--- config.mk ---
export PLATFORM = sky130hd
export DESIGN_NAME = branch_cmp_seq
export DESIGN_NICKNAME = d
export VERILOG_FILES = /design/src/rtl/branch_pkg.sv /design/src/rtl/branch_cmp_seq_slice.sv /design/src/rtl/branch_cmp_seq.sv
export SDC_FILE = /design/constraint.sdc
export NUM_CORES = 1
export LEC_CHECK = 0
export ABC_AREA = 1
export BUFFER_PORTS_ARGS = -buffer_cell sky130_fd_sc_hd__clkbuf_2
export CAP_MARGIN = 40
export CORE_ASPECT_RATIO = 1.4
export CORE_MARGIN = 4
export CORE_UTILIZATION = 30
export DETAILED_ROUTE_END_ITERATION = 8
export PLACE_DENSITY_LB_ADDON = 0.2
export SETUP_SLACK_MARGIN = 0.3
export SKIP_LAST_GASP = 1
export SLEW_MARGIN = 5
export SYNTH_ARGS = -nofsm -noshare
export SYNTH_HDL_FRONTEND = slang
export SYNTH_SLANG_ARGS = --single-unit
--- constraint.sdc ---
create_clock -name clk -period 17.24 [get_ports clk]
set_input_delay 2.586 -clock clk [delete_from_list [all_inputs] [get_ports clk]]
set_output_delay 2.586 -clock clk [all_outputs]
set_load 0.02 [all_outputs]
--- src/rtl/branch_pkg.sv ---
// branch_pkg: shared funct3 encodings, FSM states and helpers for branch_cmp_seq
package branch_pkg;
  localparam logic [2:0] BR_EQ  = 3'b000;
  localparam logic [2:0] BR_NE  = 3'b001;
  localparam logic [2:0] BR_LT  = 3'b100;
  localparam logic [2:0] BR_GE  = 3'b101;
  localparam logic [2:0] BR_LTU = 3'b110;
  localparam logic [2:0] BR_GEU = 3'b111;
  typedef enum logic [1:0] {IDLE, BUSY, DONE} state_t;
  function automatic logic is_signed(input logic [2:0] f3);
    return f3[2:1] == 2'b10;
  endfunction
endpackage

--- src/rtl/branch_cmp_seq_slice.sv ---
// cmp_slice: W-bit magnitude comparator chained from 4-bit cells, LSB cell first
module cmp_slice #(
  parameter int W = 16
) (
  input  logic [W-1:0] i_a,
  input  logic [W-1:0] i_b,
  input  logic         i_gt,
  input  logic         i_lt,
  input  logic         i_eq,
  output logic         o_gt,
  output logic         o_lt,
  output logic         o_eq
);
  localparam int N = W / 4;
  logic [N:0] w_gt, w_lt, w_eq;
  assign w_gt[0] = i_gt;
  assign w_lt[0] = i_lt;
  assign w_eq[0] = i_eq;
  for (genvar g = 0; g < N; g++) begin : g_cell
    logic [3:0] w_a, w_b;
    assign w_a = i_a[g*4 +: 4];
    assign w_b = i_b[g*4 +: 4];
    // a higher nibble decides on its own; lower history only passes through on a tie
    assign w_gt[g+1] = (w_a > w_b) | ((w_a == w_b) & w_gt[g]);
    assign w_lt[g+1] = (w_a < w_b) | ((w_a == w_b) & w_lt[g]);
    assign w_eq[g+1] = (w_a == w_b) & w_eq[g];
  end
  assign o_gt = w_gt[N];
  assign o_lt = w_lt[N];
  assign o_eq = w_eq[N];
endmodule

--- src/rtl/branch_cmp_seq.sv ---
// branch_cmp_seq: multi-cycle RV64 branch condition unit, one SLICE-bit compare per cycle
module branch_cmp_seq
  import branch_pkg::*;
#(
  parameter int XLEN  = 64,
  parameter int SLICE = 16
) (
  input  logic            clk,
  input  logic            rst,
  input  logic            flush,
  input  logic            in_valid,
  output logic            in_ready,
  input  logic [2:0]      in_funct3,
  input  logic [XLEN-1:0] in_rs1,
  input  logic [XLEN-1:0] in_rs2,
  output logic            out_valid,
  input  logic            out_ready,
  output logic            out_taken,
  output logic            out_illegal,
  output logic            out_gt,
  output logic            out_lt,
  output logic            out_eq
);
  localparam int NSLICE = XLEN / SLICE;
  localparam int IW = NSLICE > 1 ? $clog2(NSLICE) : 1;
  if (XLEN % SLICE != 0 || SLICE % 4 != 0) begin : g_bad_params
    $error("branch_cmp_seq: XLEN must be a multiple of SLICE and SLICE a multiple of 4");
  end
  state_t          r_state;
  logic [XLEN-1:0] r_a, r_b;
  logic [2:0]      r_f3;
  logic [IW-1:0]   r_idx;
  logic            r_gt, r_lt, r_eq;
  logic            w_gt, w_lt, w_eq, w_taken;
  logic [XLEN-1:0] w_flip;
  assign w_flip = {is_signed(in_funct3), {(XLEN-1){1'b0}}};
  // operands shift right each cycle so the current slice always sits in the low bits
  cmp_slice #(.W(SLICE)) u_slice (
    .i_a (r_a[SLICE-1:0]),
    .i_b (r_b[SLICE-1:0]),
    .i_gt(r_gt),
    .i_lt(r_lt),
    .i_eq(r_eq),
    .o_gt(w_gt),
    .o_lt(w_lt),
    .o_eq(w_eq)
  );
  always_comb
    w_taken = (r_f3 == BR_EQ) ? w_eq :
              (r_f3 == BR_NE) ? !w_eq :
              (r_f3 == BR_LT || r_f3 == BR_LTU) ? w_lt :
              (r_f3 == BR_GE || r_f3 == BR_GEU) ? !w_lt : 1'b0;
  always_ff @(posedge clk) begin
    if (rst || flush) begin
      r_state     <= IDLE;
      r_idx       <= '0;
      in_ready    <= 1'b1;
      out_valid   <= 1'b0;
      out_taken   <= 1'b0;
      out_illegal <= 1'b0;
      out_gt      <= 1'b0;
      out_lt      <= 1'b0;
      out_eq      <= 1'b0;
    end else begin
      unique case (r_state)
        IDLE: if (in_valid) begin
          r_a      <= in_rs1 ^ w_flip;
          r_b      <= in_rs2 ^ w_flip;
          r_f3     <= in_funct3;
          r_gt     <= 1'b0;
          r_lt     <= 1'b0;
          r_eq     <= 1'b1;
          r_idx    <= '0;
          in_ready <= 1'b0;
          r_state  <= BUSY;
        end
        BUSY: begin
          r_a   <= r_a >> SLICE;
          r_b   <= r_b >> SLICE;
          r_gt  <= w_gt;
          r_lt  <= w_lt;
          r_eq  <= w_eq;
          r_idx <= r_idx + 1'b1;
          if (r_idx == IW'(NSLICE - 1)) begin
            r_state     <= DONE;
            out_valid   <= 1'b1;
            out_taken   <= w_taken;
            out_illegal <= r_f3[2:1] == 2'b01;
            out_gt      <= w_gt;
            out_lt      <= w_lt;
            out_eq      <= w_eq;
          end
        end
        DONE: if (out_ready) begin
          r_state   <= IDLE;
          out_valid <= 1'b0;
          in_ready  <= 1'b1;
        end
        default: r_state <= IDLE;
      endcase
    end
  end
endmodule

# After elaboration in Yosys (flattened, before gate mapping)
# Index checks and enable logic that the tools add are counted.
# Widths: inputs -> output; s select.
# totals
ff_bits,145
input_bits,136
output_inout_bits,7
# classes
add_sub_neg,1
n_lt_le_gt_ge,8
eq_ne,17
mux,24
bitwise,23
reduce_logical,17
# op_table
operator,n
$pmux 64 s2,2
$mux 64,2
$xor 64x64->64,2
$eq 4x4->1,4
$gt 4x4->1,4
$lt 4x4->1,4
$reduce_and 3->1,5
$and 1x1->1,12
$eq 3x3->1 const B,4
$pmux 1 s2,5
$mux 1,9
$mux 2,4
$or 1x1->1,8
$eq 2x2->1 const B,3
$ne 2x2->1 const B,3
$pmux 2 s3,1
$reduce_bool 2->1,3
$eq 2x1->1 const B,2
$pmux 2 s2,1
$reduce_and 2->1,2
$eq 3x1->1 const B,1
$logic_not 3->1,1
$logic_or 1x1->1,3
$add 2x1->2 const B,1
other kinds (3),4

# Longest topological paths before layout
# Gate-level depths: netlist of the first run.
# depth
ltp_word,14
ltp_mapped,15
mapped_depth_nobuf,15

# Hierarchy
# From an unflattened synthesis of the first run, not the netlist that was laid out.
# unflattened
hier_cells,671
hier_area_um2,6540.0
# modules_own_cells
mod,instances,cells_per_inst,area_per_inst_um2,seq_area_each_um2
branch_cmp_seq,1,581,5982.0,4244.1
cmp_slice,1,90,558.0,0.0

# Least setup slack after synthesis of the first run
# OpenSTA, ideal clock, no wires.
# synth_timing
path_type,input to register
from,in flush
to,reg r_a[0] (enable)
arrival_time_ns,11.977
slack_ns,4.482
stages,3
n_path_buf,0
cell_sequence,nor2_1 inv_1 nor3_1
# synth_via
elab_chain_len,3
# synth_lines
item,line_no,text
from (decl),branch_cmp_seq.sv:10,"input logic flush,"
$logic_or 1x1->1,branch_cmp_seq.sv:54,if (rst || flush) begin
$not 1->1 (no line),n/a,
$reduce_and 3->1 (no line),n/a,
to (signal assigned),branch_cmp_seq.sv:67,r_a <= in_rs1 ^ w_flip;
to (signal assigned),branch_cmp_seq.sv:78,r_a <= r_a >> SLICE;
to (decl),branch_cmp_seq.sv:30,"logic [XLEN-1:0] r_a, r_b;"
# Every way passes these cells.
# A chain may end at the register's enable or synchronous reset.

# Final worst setup path of the first run
# layout_timing
from,in flush
to,reg r_b[4] (enable)
# layout_via
elab_chain_len,3
# layout_lines
item,line_no,text
$logic_or 1x1->1,branch_cmp_seq.sv:54,
$not 1->1 (no line),n/a,
$reduce_and 3->1 (no line),n/a,
to (signal assigned),branch_cmp_seq.sv:68,r_b <= in_rs2 ^ w_flip;
to (signal assigned),branch_cmp_seq.sv:79,r_b <= r_b >> SLICE;
to (decl),branch_cmp_seq.sv:30,
# Every way passes these cells.

==> results.md, run 1 <==
• 212 — detailed router's first-iteration violation count
• 0 — hold-fix buffer count after cts
• edfxtp_1 — Most used DFF post-synth
• buf_4 — Worst path most repeated cell
• false — RSZ-0062 raised after global routing
• 48.9% — relative contribution of sequential cells to total power
• 0 — Post-DRT Antenna Nets
• 0 — antenna violations before repair
• 9.69 sq um — synthesized area per cell
• 21300 sq um — core area
• 3.77 nW — Leakage Power
• input pin — startpoint class of the critical path
• clkbuf_16 — master cell of the clock root buffer
• 22.5% — Sw Ratio
• register to register — Hold/Removal Path Class
• 65.0% — share of the yosys chip area belonging to registers
• 23.4% — layout cells sized above 1
• 43.2% — Clock power frac
• 0.64 ns — Max stage delay on crit path
• 0.06 ns — Clock Pin Slew Worst Setup and Hold Paths
• 12.71 ns — worst path setup slack after routing
• buf_4 — cell at the slowest stage of the critical path
• 11.0 mm — Final HPWL DP
• 143 — number of ports placed on the die boundary
• 2 — Bufs on Longest Clock Path
• 0% — asr flop ratio synth
• 145 — Sinks on Clock Net
• 4.53 ns — Final Critical Period
• 68 — largest net degree at the start of global routing
• 134 — number of enable flip-flop cells after synthesis
• 0 — buffers inserted during post-CTS setup optimization
• 0 — Post-CTS Resized
• yes — TritonCTS clock tree
• 54.5% — remaining max-slew budget at the tightest pin
• 61.6% — share of the synthesized area in the top cell type
• 25 — number of library cell types mapped by synthesis
• 0.682 ns — slew of the pin with the lowest slew margin
• 0 — hold violation total from the final report
• 52 — CP max FO
• 4498 — via count of the first global-routing pass
• 827 — syn nets
• 145 — flip-flop and latch count after synthesis
• clkbuf_2 > nor2_1 > inv_1 > nor3_2 > buf_4 > buf_4 — sequence of cells on the critical path
• 102 nW/um^2 — power density over cell area
• 133 microns — Die X-Extent
• 17.28 ns — critical path required time
• 4 — H-tree depth reported by CTS
• 0.465 ns — Worst Hold Margin
• 12.25 ns — worst setup slack after placement
• 0.41 ns — clock insertion delay at the later pin of the skew report
• 2234 — FILL cells
• register — type of element capturing the critical path
• 0 — drt drc
• 0.000186 W — power spent charging and discharging nets
• 0 — # setup viols final
• 14.9 mm — Post-Route WL
• 0.00928 ns — final worst clock skew
• 7.9% — share of power burned in combinational logic
• nand2_1, edfxtp_1, inv_1, nor2_1, buf_2 — most common library cells after synthesis
• nand2_1 — leading cell type by number of instances after synthesis
• 6530 sq um — Post-Syn Area
• 4 — first-pass detailed-route iteration total
• edfxtp_1, nand2_1, inv_1 — dominant cells by area after synthesis
• 4.57 ns — Arr. time, crit path
• 24200 sq um — overall die area
• 13.7 microns — post-DR wirelength/cell
• 30.7% — initial core utilization
• 0 — number of max-capacitance violations reported
• 183 microns — die height
• complete, no violations — outcome
• 0 ns — final total negative setup slack
• 0.000642 W — internal portion of total power
• 0 — diode insertion count for antenna repair
• 17 — number of buffers inserted during clock tree synthesis
• 23.5 mm — first-pass GRT wire length
• 0.221 GHz — Fmax achieved
• 674 — post-synthesis instance total
• 4545 — Via Count
• 12.7% — Total GRT Usage
• input pin to register — Critical Setup Path Class
• 24.0% — area added between synthesis and finish
• 26.3% — final cycle utilization of the critical path
• 63 — number of core rows
• 0.0641 mV — maximum vdd drop
• 142 — number of buffers added on ports
• 0 — overflow left after global routing
• 4.17 — Via-to-Cell Ratio
• 0 — Yosys Warn Count
• edfxtp_1 — largest area contributor in the synthesized netlist
• 0.742 — routability congestion estimate from global placement
• 969 — count of nets after finishing
• 0 — pins over their slew limit
==> worst paths after layout <==
check	start	endpoint	slack, ns	cells after the start
hold reg to reg	in_ready	in_ready	0.47	2
setup / recovery	flush	r_b[4]	12.71	6
setup reg to reg	r_state[0]	r_a[10]	14.49	7
hold / removal	in_ready	in_ready	0.47	2
==> stage by stage <==
step | util, % | instance area [sq um] | total power [W] | instances
after floorplan | - | 6530 | 0.000453 | 674
after global placement | 35.2 | 7490 | 0.000479 | 1056
after detailed placement | 35.3 | 7510 | 0.000480 | 1057
after CTS | 38.0 | 8100 | 0.000840 | 1089
after global routing | 38.0 | 8100 | 0.000866 | 1089
final | 38.0 | 8100 | 0.000828 | 1089
==> layer usage <==
metal	part of all wire, %	vias to the layer above	track usage [%]
met1	41	2021	15.1
met5	0	-	0
met4	0.79	0	4.37
met2	54	88	22.5
met3	4.3	5	2.90
li1	-	2431	-
==> cells by family after synthesis <==
logic type      share of synthesized area (%)
compound gates                           2.68
buf+inv                                  5.86
simple gates                             23.2
flops                                    65.0
fa+ha+maj                                3.26
==> placed cells by master (no fill, tap or decap), types with 3 or more instances in the layout <==
master	instances
nand2_1	323
clkbuf_2	142
edfxtp_1	134
inv_1	66
nor2_1	38
clkbuf_16	20
a21oi_1	17
ha_1	17
dfxtp_1	11
nand3_1	10
o21ai_0	8
buf_4	5
inv_2	3
nor2_4	3
clkinv_2	3
nand2_2	3
inv_4	3
==> critical path, delay by kind of cell <==
kind	cells	cell delay (ns)
buffers and inverters	4	1.40
AND/OR/NAND/NOR	2	0.54
==> power by group through the flow <==
stage / combinational, W / sequential (W) / clock (W)
after CTS: 0.0000675 / 0.000405 / 0.000367
final: 0.0000652 / 0.000405 / 0.000358
after global placement: 0.0000665 / 0.000412 / 0
after floorplan: 0.0000378 / 0.000415 / 0
after detailed placement: 0.0000673 / 0.000413 / 0
after global routing: 0.0000771 / 0.000406 / 0.000383
==> sequential cells by signal (all words and copies together) (netlist names), 2 cells and up <==
signal   cells
r_state      2
r_idx        2
r_f3         3
r_b         64
r_a         64
==> area by class of cell <==
cell class / count / area [sq um] / share of cell area [%]
sequential: 145 / 4240 / 52.4
multi-input combinational: 434 / 1910 / 23.6
timing repair buffer: 148 / 768 / 9.49
clock buffer: 23 / 522 / 6.44
tap: 260 / 325 / 4.02
inverter: 70 / 264 / 3.26
clock inverter: 9 / 63.8 / 0.788
No activity file was read; power rests on OpenSTA's default activity.
==> run 2, diff against run 1 <==
==> constraint.sdc (replaced) <==
create_clock -name clk -period 4.7 [get_ports clk]
set_input_delay 0.705 -clock clk [delete_from_list [all_inputs] [get_ports clk]]
set_output_delay 0.705 -clock clk [all_outputs]
set_load 0.02 [all_outputs]
==> run 2 against run 1 <==
Effect of this change:
- final area is 0.45% higher
- first-iteration DRC count shrank 4.7%
- final cell count fell by 0.18%
- total power grew to 3.7 times the previous value
- worst hold slack gained 0.0070 ns
- critical endpoint is now r_b[22]
- largest cell class unchanged
- largest power group unchanged
==> results.md, run 2 (synthesis gave the netlist of run 1 again) <==
• 0.00687 ns — final worst clock skew, was 0.00928 ns
• 0 — overflow left after global routing, unchanged
• 142 — number of buffers added on ports, unchanged
• buf_4 — cell at the slowest stage of the critical path, unchanged
• 183 microns — die height, unchanged
• clkbuf_16 — master cell of the clock root buffer, unchanged
• 45.9% — remaining max-slew budget at the tightest pin, was 54.5%
• 23.2 mm — first-pass GRT wire length, was 23.5 mm
• 5 — critical path depth, was 6
• 1087 — number of standard cells in the layout, taps in and fillers out, was 1089
• r_b[22] — CP endpoint, was r_b[4]
• 0 — # setup viols final, unchanged
• r_b[22] — capture instance of the worst register-to-register path, was r_a[10]
• 2 — Bufs on Longest Clock Path, unchanged
• 1055 — cell count after placement, was 1057
• register — startpoint class of the critical path, was input pin
• 0.189 mV — maximum vdd drop, was 0.0641 mV
• register — type of element capturing the critical path, unchanged
• 69 — CP max FO, was 52
• 145 — Sinks on Clock Net, unchanged
• 2.58 ns — register-to-register setup slack, was 14.49 ns
• yes — TritonCTS clock tree, unchanged
• 0 — buffers inserted during post-CTS setup optimization, unchanged
• 0 — number of max-capacitance violations reported, unchanged
• 0.473 GHz — Fmax achieved
• 0 — diode insertion count for antenna repair, unchanged
• nand2_1, clkbuf_2, edfxtp_1 — highest-count cells in the layout ignoring fill and taps, unchanged
• 4708 — via count of the first global-routing pass, was 4498
• 21300 sq um — core area, unchanged
• register to register — Hold/Removal Path Class, unchanged
• 5 — worst reg-to-reg path cell count, was 7
• 4 — H-tree depth reported by CTS, unchanged
• 4571 — Via Count, was 4545
• 13.6 microns — post-DR wirelength/cell, was 13.7 microns
• 2.40 ns — Arr. time, crit path, was 4.57 ns
• nor2_4 > buf_4 > buf_4 > nand2_1 > nand2_1 — sequence of cells on the critical path, was clkbuf_2 > nor2_1 > inv_1 > nor3_2 > buf_4 > buf_4
• 3.78 nW — Leakage Power, was 3.77 nW
• r_a: 64 flops, r_b: 64 flops, r_f3: 3 flops — leading registers by flop count, unchanged
• 23.5% — layout cells sized above 1, was 23.4%
• r_state[1] — crit path launch, was flush
• 0.757 — routability congestion estimate from global placement, was 0.742
• 0 — hold violation total from the final report, unchanged
• 133 microns — Die X-Extent, unchanged
• 63 — number of core rows, unchanged
• complete, no violations — outcome, unchanged
• 0.65 ns — Max stage delay on crit path, was 0.64 ns
• 14.8 mm — Post-Route WL, was 14.9 mm
• 8130 sq um — Final Instance Area, was 8100 sq um
• 0 — Post-DRT Antenna Nets, unchanged
• 17 — number of buffers inserted during clock tree synthesis, unchanged
• 4.21 — Via-to-Cell Ratio, was 4.17
• 2 — worst path buffer plus inverter count, was 4
• 0 ns — final total negative setup slack, unchanged
• 202 — detailed router's first-iteration violation count, was 212
• buffers and inverters — largest delay contributor family on the critical path, unchanged
• 0.06 ns — Clock Pin Slew Worst Setup and Hold Paths, about the same
• 0.41 ns — clock insertion delay at the later pin of the skew report, about the same
• 4 — first-pass detailed-route iteration total, unchanged
• 132 — largest net degree at the start of global routing, was 68
• 7510 sq um — Placed Area, about the same
• register to register — Critical Setup Path Class, was input pin to register
• 0 — pins over their slew limit, unchanged
• 4.98 ns — critical path required time, was 17.28 ns
• 0 — antenna violations before repair, unchanged
• false — RSZ-0062 raised after global routing, unchanged
• 38.2% — final cell utilization of the core, was 38.0%
• 143 — number of ports placed on the die boundary, unchanged
• 381 nW/um^2 — power density over cell area, was 102 nW/um^2
• 12.6% — Total GRT Usage, was 12.7%
• 24200 sq um — overall die area, unchanged
• r_state[1] — r2r startpoint, was r_state[0]
• 0 — Post-CTS Resized, unchanged
• 2209 — FILL cells, was 2234
• 0.811 ns — slew of the pin with the lowest slew margin, was 0.682 ns
• nand2_1 — most common library cell in the layout ignoring fill and taps, unchanged
• 45.0% — final cycle utilization of the critical path
• 0 — drt drc, unchanged
• 2.12 ns — Final Critical Period
• 24.5% — area added between synthesis and finish, was 24.0%
• 0 — hold-fix buffer count after cts, unchanged
• 967 — count of nets after finishing, was 969
• 10.7 mm — Final HPWL DP, was 11.0 mm
• 30.7% — initial core utilization, unchanged
-- run 2: cell types whose count changed in the layout (fill, tap and decap cells not counted), moves of 2 or more --
cell	previous run	this run
clkbuf_16	20	22
clkinv_2	3	1
inv_4	3	6
buf_4	5	3
-- run 2: final cells by class --
type / count / area (sq um) / area share (%)
flip-flops and latches: 145 / 4240 / 52.2
multi-input cells: 434 / 1920 / 23.6
repair buffers: 146 / 753 / 9.26
clock buffers: 25 / 572 / 7.03
well taps: 260 / 325 / 4.00
inverters: 70 / 267 / 3.28
clock inverters: 7 / 48.8 / 0.600
-- run 2: worst min path at each step --
stage	from	end	slack (ns)	depth (start not counted)
2_1_floorplan	r_idx[0]	r_idx[0]	0.43	1
3_3_place_gp	r_idx[0]	r_idx[0]	0.47	1
3_5_place_dp	in_ready	in_ready	0.45	2
4_1_cts	in_ready	in_ready	0.47	2
5_1_grt	in_funct3[0]	r_f3[0]	0.47	1
6_report	in_ready	in_ready	0.47	2
-- run 2: per-stage QoR --
step | hold slack, ns | total power (W) | setup WS (ns)
6_report | 0.472 | 0.00310 | 2.58
5_1_grt | 0.472 | 0.00324 | 2.37
4_1_cts | 0.468 | 0.00315 | 2.51
3_5_place_dp | 0.450 | 0.00176 | 2.33
3_3_place_gp | 0.465 | 0.00176 | 2.38
2_1_floorplan | 0.428 | 0.00165 | 0.179
-- run 2: per-layer routing --
| metal | GRT usage, % | vias up | share of wire [%] |
|---|---|---|---|
| met5 | 0 | - | 0 |
| met3 | 3.34 | 24 | 4.2 |
| met4 | 5.24 | 0 | 2.7 |
| met2 | 21.9 | 103 | 52 |
| met1 | 14.6 | 2013 | 41 |
| li1 | - | 2431 | - |
-- run 2: power breakdown --
part | internal [W] | total [W] | switching [W] | leakage, nW
Sequential | 0.00147 | 0.00149 | 0.0000133 | 1.33
Combinational | 0.0000925 | 0.000239 | 0.000147 | 2.15
Clock | 0.000853 | 0.00137 | 0.000520 | 0.312
Total | 0.00242 | 0.00310 | 0.000680 | 3.78
-- run 2: worst reg2reg max path, cell delays in order (launching register included) --
cell and delay, ns:
dfxtp_1 0.38, nor2_4 0.15, buf_4 0.50, buf_4 0.66, nand2_1 0.17, nand2_1 0.11
==> run 3, diff against run 2 <==
--- a/config.mk
+++ b/config.mk
@@ -5,7 +5,7 @@
 export SDC_FILE = /design/constraint.sdc
 export NUM_CORES = 1
 export LEC_CHECK = 0
-export ABC_AREA = 1
+export ABC_AREA = 0
 export BUFFER_PORTS_ARGS = -buffer_cell sky130_fd_sc_hd__clkbuf_2
 export CAP_MARGIN = 40
 export CORE_ASPECT_RATIO = 1.4
==> constraint.sdc (replaced) <==
create_clock -name clk -period 1.8 [get_ports clk]
set_input_delay 0.27 -clock clk [delete_from_list [all_inputs] [get_ports clk]]
set_output_delay 0.27 -clock clk [all_outputs]
set_load 0.02 [all_outputs]
==> run 3 against run 2 <==
Effect of this change:
- the run now ends with setup timing left
- synthesized area is 0.69% lower
- critical path depth is 2 higher
- combinational power grew to 3.4 times the previous value
- largest cell class unchanged
- worst setup slack worse by 2.6 ns
- critical path type unchanged
- first-iteration DRC count is 9.9% higher
==> results.md, run 3 <==
• complete, but fails checks — outcome, was complete, no violations
• setup timing — violations in the final reports
• 102% — final cycle utilization of the critical path, was 45.0%
• edfxtp_1 — Most used DFF post-synth, unchanged
• -0.0369 ns — final total negative setup slack, was 0 ns
• ha_4 > nand3_2 > nor2_2 > a211oi_2 > o31ai_2 > nor2_1 > o41ai_2 — sequence of cells on the critical path, was nor2_4 > buf_4 > buf_4 > nand2_1 > nand2_1
• 30.9% — layout cells sized above 1, was 23.5%
• 21200 sq um — core area, was 21300 sq um
• true — RSZ-0062 raised after global routing, was false
• 6490 sq um — Post-Syn Area, was 6530 sq um
• 0 — diode insertion count for antenna repair, unchanged
• r_a: 64 flops, r_b: 64 flops, r_f3: 3 flops — leading registers by flop count, unchanged
• 62.0% — share of the synthesized area in the top cell type, was 61.6%
• 0% — mux contribution to synthesized area, unchanged
• 42 — number of library cell types mapped by synthesis, was 25
• 2 — # setup viols final, was 0
• 0.545 GHz — Fmax achieved, was 0.473 GHz
• 2 — Bufs on Longest Clock Path, unchanged
• 145 — flip-flop and latch count after synthesis, unchanged
• register — type of element capturing the critical path, unchanged
• 0.458 ns — slew of the pin with the lowest slew margin, was 0.811 ns
• 0 — Yosys Warn Count, unchanged
• 0.42 ns — Max stage delay on crit path, was 0.65 ns
• 896 nW/um^2 — power density over cell area, was 381 nW/um^2
• 4.37 — Via-to-Cell Ratio, was 4.21
• 0.0103 ns — final worst clock skew, was 0.00687 ns
• 142 — number of buffers added on ports, unchanged
• edfxtp_1 — largest area contributor in the synthesized netlist, unchanged
• 145 — Sinks on Clock Net, unchanged
• 10.8 mm — Final HPWL DP, was 10.7 mm
• 13.2% — Total GRT Usage, was 12.6%
• 0.06 ns — Clock Pin Slew Worst Setup and Hold Paths, about the same
• 4 — first-pass detailed-route iteration total, unchanged
• 0 — number of max-capacitance violations reported, unchanged
• 4 — H-tree depth reported by CTS, unchanged
• 3.28% — share of synthesized cell area in full adder, half adder and majority cells, was 3.26%
• 1.83 ns — Final Critical Period, was 2.12 ns
• 0 — Post-DRT Antenna Nets, unchanged
• 4689 — Via Count, was 4571
• clkbuf_16 — master cell of the clock root buffer, unchanged
• 0 — drt drc, unchanged
• 953 — count of nets after finishing, was 967
• simple AND/OR/NAND/NOR gates — dominant combinational cell family by area after synthesis, unchanged
• 4626 — via count of the first global-routing pass, was 4708
• 65.4% — share of the yosys chip area belonging to registers, was 65.0%
• 132 microns — Die X-Extent, was 133 microns
• 17 — number of buffers inserted during clock tree synthesis, unchanged
• 3 — CP max FO, was 69
• 0 — pins over their slew limit, unchanged
• 3.84 nW — Leakage Power, was 3.78 nW
• 24100 sq um — overall die area, was 24200 sq um
• 2.06 ns — Arr. time, crit path, was 2.40 ns
• 16.2 mm — Post-Route WL, was 14.8 mm
• 63 — number of core rows, unchanged
• 0.594 mV — maximum vdd drop, was 0.189 mV
• 222 — detailed router's first-iteration violation count, was 202
• 10.4 sq um — synthesized area per cell, was 9.69 sq um
• 3.49% — Synth Area in Compound Gates, was 2.68%
• 37.4% — area added between synthesis and finish, was 24.5%
• nand2_1 — most common library cell in the layout ignoring fill and taps, unchanged
• 143 — number of ports placed on the die boundary, unchanged
• 15.1 microns — post-DR wirelength/cell, was 13.6 microns
• 0 — hold violation total from the final report, unchanged
• 0.270% — XOR/XNOR share of the synthesized area, was 0%
• 24.5% — fraction of the mapped netlist area in simple logic gates, was 23.2%
• 71 — largest net degree at the start of global routing, was 132
• 624 — post-synthesis instance total, was 674
• edfxtp_1 — cell at the slowest stage of the critical path, was buf_4
• 0.0352 ns — Worst Hold Margin, was 0.472 ns
• 24.4 mm — first-pass GRT wire length, was 23.2 mm
• register — startpoint class of the critical path, unchanged
• 0 — antenna violations before repair, unchanged
• register to register — Critical Setup Path Class, unchanged
• nand2_1, clkbuf_2, edfxtp_1 — highest-count cells in the layout ignoring fill and taps, unchanged
• 0% — asr flop ratio synth, unchanged
• 0 — overflow left after global routing, unchanged
• 30.6% — initial core utilization, was 30.7%
• input pin to register — Hold/Removal Path Class, was register to register
• nand2_1, edfxtp_1, and2_1, inv_1 — most common library cells after synthesis, was nand2_1, edfxtp_1, inv_1, nor2_1, buf_2
• 0.734 — routability congestion estimate from global placement, was 0.757
• 2.02 ns — critical path required time, was 4.98 ns
• -0.0344 ns — worst path setup slack after routing, was 2.58 ns
• 134 — number of enable flip-flop cells after synthesis, unchanged
• 182 microns — die height, was 183 microns
• 69.4% — remaining max-slew budget at the tightest pin, was 45.9%
• 0.42 ns — clock insertion delay at the later pin of the skew report, was 0.41 ns
• 777 — syn nets, was 827
• yes — TritonCTS clock tree, unchanged
• edfxtp_1, nand2_1, dfxtp_1 — dominant cells by area after synthesis, was edfxtp_1, nand2_1, inv_1
• 2057 — FILL cells, was 2209
• 0 — hold-fix buffer count after cts, unchanged
• nand2_1 — leading cell type by number of instances after synthesis, unchanged
-- run 3: power by group --
group / total [W] / leakage, nW / internal, W / switching (W)
Sequential: 0.00387 / 1.33 / 0.00384 / 0.0000346
Clock: 0.00329 / 0.249 / 0.00190 / 0.00138
Combinational: 0.000819 / 2.27 / 0.000405 / 0.000413
-- run 3: per-layer routing --
layer | track usage, % | share of wire, % | wire length [microns] | vias to the layer above
li1 | - | - | - | 2427
met1 | 15.3 | 41 | 6560 | 2157
met2 | 23.8 | 55 | 8820 | 95
met3 | 3.38 | 3.8 | 611 | 10
met4 | 4.37 | 1.0 | 164 | 0
met5 | 0 | 0 | 0 | -
-- run 3: final cells by class --
cell class / instances / area, sq um / share of cell area, %
Sequential cell: 145 / 4250 / 47.7
Inverter: 20 / 75.1 / 0.843
Tap cell: 260 / 325 / 3.65
Clock inverter: 12 / 110 / 1.24
Clock buffer: 20 / 437 / 4.90
Timing Repair Buffer: 184 / 1420 / 16.0
Multi-Input combinational cell: 432 / 2290 / 25.7
-- run 3: worst paths after layout --
kind	cells past startpoint	slack (ns)	to	start
setup / recovery	7	-0.03	r_gt	r_a[2]
hold / removal	1	0.04	r_f3[0]	in_funct3[0]
setup reg to reg	7	-0.03	r_gt	r_a[2]
hold reg to reg	2	0.47	out_illegal	out_illegal
-- run 3: metrics by stage --
step           worst slack [ns]  util [%]  instance area, sq um  instances  total power, W
5_1_grt                  -0.124      42.0                  8910       1073         0.00834
4_1_cts                 0.00471      40.6                  8600       1064         0.00803
6_report                -0.0344      42.0                  8910       1073         0.00798
3_5_place_dp            -0.0577      36.5                  7740       1015         0.00465
3_3_place_gp           -0.00208      36.5                  7740       1015         0.00464
2_1_floorplan             -1.22         -                  6610        624         0.00433
-- run 3: timing repair --
item                                    4_1_cts  5_1_grt
gates cloned                                  4        7
hold endpoints to repair                      0        0
resized for setup                            21       28
pin swaps                                    10        8
setup buffers                                13        2
endpoints found under the setup margin      127      135
-- run 3: cells by family (layout without fill, tap and decap cells) --
family	count (synthesis)	after routing
AND/OR/NAND/NOR	377	377
AO/OA/AOI/OAI	36	36
XOR/XNOR	2	2
adder cells (fa/ha/maj)	17	17
flip-flops	145	145
buffers and inverters	47	236
-- run 3: worst max-delay path: cells and delay by family, from the launching register on --
family	cells	cell delay [ns]
AOI/OAI and AO/OA	3	0.58
DFF	1	0.42
adders and majority gates	1	0.30
and+or+nand+nor	3	0.34
